## src/rtl/pipe_pkg.sv

```systemverilog
// Shared types and default widths for the EX/MEM skid-buffered stage.
package pipe_pkg;

  typedef enum logic [1:0] {
    EMPTY = 2'd0,
    ONE   = 2'd1,
    TWO   = 2'd2
  } state_e;

  localparam int DATA_W_DEF = 32;
  localparam int ADDR_W_DEF = 32;
  localparam int REG_W_DEF  = 5;
  localparam int CNT_W_DEF  = 16;

  // Payload layout at default widths; the top rebuilds the same field
  // order with its own parameters so any width combination packs alike.
  typedef struct packed {
    logic                  e_read_ram;
    logic                  e_write_ram;
    logic                  e_write_br;
    logic [REG_W_DEF-1:0]  wa;
    logic [ADDR_W_DEF-1:0] addr;
    logic [DATA_W_DEF-1:0] dw;
    logic [DATA_W_DEF-1:0] din;
  } payload_t;

  // Flat bit width of one payload entry.
  function automatic int payload_w(input int data_w, input int addr_w, input int reg_w);
    return 3 + reg_w + addr_w + 2 * data_w;
  endfunction

endpackage

```

## src/rtl/pipe_entry.sv

```systemverilog
// One payload register with load enable and synchronous active-low reset.
module pipe_entry #(
  parameter int W = 8
) (
  input  logic         clk,
  input  logic         rst_n,
  input  logic         i_load,
  input  logic [W-1:0] i_d,
  output logic [W-1:0] o_q
);

  logic [W-1:0] data_q, data_d;

  // Next value: capture on load, otherwise hold.
  always_comb begin
    data_d = data_q;
    if (i_load) data_d = i_d;
  end

  // Payload storage; reset clears to zero.
  always_ff @(posedge clk) begin
    if (!rst_n) data_q <= '0;
    else        data_q <= data_d;
  end

  assign o_q = data_q;

endmodule

```

## src/rtl/exmem_skid_buffer.sv

```systemverilog
// EX/MEM stage register with valid/ready handshake, two-entry skid,
// synchronous flush and a saturating stall-cycle counter.
module exmem_skid_buffer
  import pipe_pkg::*;
#(
  parameter int DATA_W = DATA_W_DEF,
  parameter int ADDR_W = ADDR_W_DEF,
  parameter int REG_W  = REG_W_DEF,
  parameter int CNT_W  = CNT_W_DEF
) (
  input  logic              clk,
  input  logic              rst_n,
  input  logic              i_valid,
  output logic              o_ready,
  input  logic              i_flush,
  input  logic              i_uc_e_read_ram,
  input  logic              i_uc_e_write_ram,
  input  logic              i_uc_e_write_br,
  input  logic [REG_W-1:0]  i_wA,
  input  logic [ADDR_W-1:0] i_result_demux,
  input  logic [DATA_W-1:0] i_alu_result,
  input  logic [DATA_W-1:0] i_DR2,
  input  logic              i_ready,
  output logic              o_valid,
  output logic              o_uc_e_read_ram,
  output logic              o_uc_e_write_ram,
  output logic              o_uc_e_write_br,
  output logic [REG_W-1:0]  o_wA,
  output logic [ADDR_W-1:0] o_address_ram,
  output logic [DATA_W-1:0] o_dW,
  output logic [DATA_W-1:0] o_din_ram,
  output logic [CNT_W-1:0]  o_stall_cnt
);

  localparam int PW = payload_w(DATA_W, ADDR_W, REG_W);

  typedef struct packed {
    logic              e_read_ram;
    logic              e_write_ram;
    logic              e_write_br;
    logic [REG_W-1:0]  wa;
    logic [ADDR_W-1:0] addr;
    logic [DATA_W-1:0] dw;
    logic [DATA_W-1:0] din;
  } pay_t;

  state_e           state_q, state_d;
  logic [CNT_W-1:0] cnt_q, cnt_d;
  logic             in_fire, out_fire;
  logic             ld_main, ld_skid, main_from_skid;
  pay_t             in_pay, main_pay, skid_pay, main_src;

  assign in_pay = '{e_read_ram: i_uc_e_read_ram, e_write_ram: i_uc_e_write_ram,
                    e_write_br: i_uc_e_write_br, wa: i_wA, addr: i_result_demux,
                    dw: i_alu_result, din: i_DR2};

  // Ready is a pure function of registered state so no path from i_ready.
  assign o_ready  = rst_n && (state_q != TWO);
  assign o_valid  = (state_q != EMPTY);
  assign in_fire  = i_valid && o_ready;
  assign out_fire = o_valid && i_ready;

  // Next state and payload load controls; flush empties and loads nothing.
  always_comb begin
    state_d        = state_q;
    ld_main        = 1'b0;
    ld_skid        = 1'b0;
    main_from_skid = 1'b0;
    case (state_q)
      EMPTY: if (in_fire) begin
        state_d = ONE;
        ld_main = 1'b1;
      end
      ONE: begin
        if (in_fire && out_fire) begin
          ld_main = 1'b1;
        end else if (in_fire) begin
          state_d = TWO;
          ld_skid = 1'b1;
        end else if (out_fire) begin
          state_d = EMPTY;
        end
      end
      TWO: if (out_fire) begin
        state_d        = ONE;
        ld_main        = 1'b1;
        main_from_skid = 1'b1;
      end
      default: state_d = EMPTY;
    endcase
    if (i_flush) begin
      state_d = EMPTY;
      ld_main = 1'b0;
      ld_skid = 1'b0;
    end
  end

  // FSM state register.
  always_ff @(posedge clk) begin
    if (!rst_n) state_q <= EMPTY;
    else        state_q <= state_d;
  end

  // Main refills from skid when draining TWO, else from upstream.
  always_comb begin
    main_src = in_pay;
    if (main_from_skid) main_src = skid_pay;
  end

  pipe_entry #(.W(PW)) u_main (
    .clk(clk), .rst_n(rst_n), .i_load(ld_main), .i_d(main_src), .o_q(main_pay)
  );

  pipe_entry #(.W(PW)) u_skid (
    .clk(clk), .rst_n(rst_n), .i_load(ld_skid), .i_d(in_pay), .o_q(skid_pay)
  );

  // Enables are gated so nothing fires downstream from an invalid head.
  assign o_uc_e_read_ram  = main_pay.e_read_ram  && o_valid;
  assign o_uc_e_write_ram = main_pay.e_write_ram && o_valid;
  assign o_uc_e_write_br  = main_pay.e_write_br  && o_valid;
  assign o_wA             = main_pay.wa;
  assign o_address_ram    = main_pay.addr;
  assign o_dW             = main_pay.dw;
  assign o_din_ram        = main_pay.din;

  // Stall counter: count blocked-head cycles, stick at all-ones.
  always_comb begin
    cnt_d = cnt_q;
    if (o_valid && !i_ready && (cnt_q != {CNT_W{1'b1}})) cnt_d = cnt_q + 1'b1;
  end

  // Counter register; only reset clears it.
  always_ff @(posedge clk) begin
    if (!rst_n) cnt_q <= '0;
    else        cnt_q <= cnt_d;
  end

  assign o_stall_cnt = cnt_q;

endmodule

```

## config.mk

```make
export PLATFORM = sky130hd
export DESIGN_NAME = exmem_skid_buffer
export DESIGN_NICKNAME = d
export VERILOG_FILES = /design/src/rtl/pipe_pkg.sv /design/src/rtl/pipe_entry.sv /design/src/rtl/exmem_skid_buffer.sv
export SDC_FILE = /design/constraint.sdc
export NUM_CORES = 1
export LEC_CHECK = 0
export ABC_AREA = 0
export CORE_MARGIN = 3
export CORE_UTILIZATION = 51
export DETAILED_ROUTE_END_ITERATION = 16
export PLACE_DENSITY_LB_ADDON = 0.05
export SLEW_MARGIN = 5
export SYNTH_ARGS = -nofsm -noshare
export SYNTH_HDL_FRONTEND = slang
export SYNTH_SLANG_ARGS = --single-unit
```

## constraint.sdc

```tcl
create_clock -name clk -period 2.7 [get_ports clk]
set_input_delay 0.54 -clock clk [delete_from_list [all_inputs] [get_ports clk]]
set_output_delay 0.54 -clock clk [all_outputs]
set_load 0.005 [all_outputs]
```

==> flow_summary.yaml <==
synth:
  synth_top_area_share_pct: 42.5
  ys_seq_area_share_pct: 42.5
  async_reset_ff_share_pct: 0
  syn_area_per_cell_um2: 9.21
  netlist_top_cells_count: "dfxtp_1, nand2_1, a21oi_1"
  syn_area_mm2: 0.0106
  synth.distinct_cells: 36
  synth_edf_count: 0
  ys_ff_latch: 226
  yosys_warnings: 0
  yosys.area.top_type: "dfxtp_1"
  yosys-top-cells-area: "dfxtp_1, mux2_2, o311a_1, nand2_1, o21bai_1"
  yosysMostFrequentCell: "dfxtp_1"
  ys.flop_type: "dfxtp_1"
  syn_nets: 1266
  postSynthCellCount: 1156
routing:
  via_count: 8514
  via_per_inst: 5.63
  ant_nets: 0
  wl_um: 26500
  wl_per_cell_um: 17.6
  drt_pass1_iterations: 4
  drt_drc_violations_left: 0
  first_iter_violations: 368
setup_path:
  endpoint_kind: "output pin"
  r2r-start: "state_q[1]"
  reg2reg_slack_ps: 640
  worstPathMaxFanout: 10
  crit_start: "state_q[1]"
  required_ps: 2160
  critPathKind: "flop to output pin"
  critPathArrivalTime_ps: 1890
  cp-start-kind: "flop"
placement:
  port_buffers: 230
  place_hpwl_um: 16100
  place_area_mm2: 0.0124
  gp_congestion: 0.814
clocking:
  cts_buffers: 25
  cts.htree.levels: 1
  clockBufferDepth: 3
  cts_root_buffer: "clkbuf_16"
  cts.sinks: 226
  clock_latency_ps: 520
  cts_tree: "yes"
  cts_setup_buffers: 0
  cts_hold_buf: 0
  cts_resized: 0
  path_clk_slew_ps: 60
global_route:
  overflow: 0
  grt_pass1_wl_um: 41600
  antenna_found_initial: 2
  grt_util_all_layers_pct: 22.4
  grt_max_degree: 135
  first_global_vias: 8179
floorplanning:
  dieArea_mm2: 0.0226
  core_mm2: 0.0204
  die_w_um: 150
  ios: 231
  std_cell_rows: 52
  start_util_pct: 52.3
  fp.dieH_um: 150
layout:
  final_area_mm2: 0.0131
  drive_gt1_share_pct: 13.5
  syn_to_final_growth_pct: 23.5
  fin_nets: 1335
run:
  maxCapViolations: 0
sta:
  fin_skew_ps: 12.3
  slew_headroom_pct: 41.7
  fmaxAchievable_mhz: 411
  hold_viol_final: 0
  setup_violations: 0
  final.setup.tns_ps: 0
  final.period_utilization_pct: 90.1
  rsz0062_at_grt: "false"
  drv_slew: 0
  period_needed_ps: 2430
  worst_slew_pin_slew_ps: 875
min_path:
  min_from: "u_skid.o_q[58]"
  hold_class: "flop to flop"
power:
  ir_worst_vdd_v: 0.000400
  powerDensity_mw_per_mm2: 572
  total_leakage_power_nw: 4.57
status:
  status: "complete, no violations"
[worst max-delay path, stage by stage (launching register included)]
cell and delay (ps):
dfxtp_1 560, nor2_1 160, nor2b_1 140, clkdlybuf4s50_1 510
[report_power, final]
group	leakage [nW]	switching, mW	internal (mW)
clock	0.367	1.32	1.86
sequential	1.83	0.0502	3.43
combinational	2.37	0.362	0.488
total	4.57	1.74	5.78
[cells by family (layout without fill, tap and decap cells)]
kind of cell | after synthesis | count (layout) | synth area share (%)
compound gates | 350 | 350 | 24.4
fa+ha+maj | 1 | 1 | 0.118
buf+inv | 217 | 301 | 11.6
flops | 226 | 226 | 42.5
mux | 106 | 106 | 11.2
other cells | 0 | 1 | 0
simple gates | 256 | 256 | 10.2
[path summary, 6_finish.rpt]
path,cells past startpoint,end
max,3,o_uc_e_write_ram
min reg2reg,2,u_skid.o_q[58]
max reg2reg,5,o_stall_cnt[11]
min,2,u_skid.o_q[58]
[routing by layer]
layer  GRT usage, %  wire length (um)  vias to the layer above
met4           7.14               778                        2
met5              0                13                        -
met1           29.4             11900                     4059
li1               -                 -                     4190
met2           36.5             12000                      213
met3           5.27              1810                       50
[cell type report]
type	count	area (um^2)
clock buffers	40	742
multi-input cells	713	4890
inverters	5	21.3
flip-flops and latches	226	4520
well taps	270	338
repair buffers	254	2610
fillers	1716	7230
diodes	1	2.50
clock inverters	2	16.3
[metrics by stage]
stage / worst slack, ps / instances / hold slack (ps) / utilization (%) / total power [mW]
detailed placement: 163 / 1468 / 445 / 60.8 / 4.40
finish: 267 / 1511 / 451 / 64.5 / 7.52
global placement: 199 / 1468 / 439 / 60.8 / 4.39
global route: 162 / 1511 / 457 / 64.5 / 7.80
floorplan: 714 / 1156 / 434 / - / 4.05
CTS: 249 / 1510 / 430 / 64.5 / 7.60
[layout by cell type, fill, tap and decap left out, types with 4 or more instances in the layout]
cell type | synthesis | routed
dfxtp_1 | 226 | 226
and4_1 | 4 | 4
o21bai_1 | 104 | 104
clkbuf_8 | 0 | 6
nand2_1 | 214 | 214
nand3_1 | 7 | 7
o311a_1 | 104 | 104
clkbuf_1 | 72 | 9
o31ai_1 | 9 | 9
clkbuf_16 | 0 | 25
buf_12 | 0 | 10
nor2b_1 | 5 | 5
a21oi_1 | 118 | 118
or4_1 | 10 | 10
clkdlybuf4s50_1 | 0 | 228
mux2_2 | 104 | 104
buf_4 | 102 | 15
inv_1 | 5 | 4
o21ai_0 | 5 | 5
[flip-flops by register name (all words and copies together) (netlist names)]
register and count:
u_main.o_q 104, u_skid.o_q 104, o_stall_cnt 16, state_q 2
No activity file was read; power rests on OpenSTA's default activity.
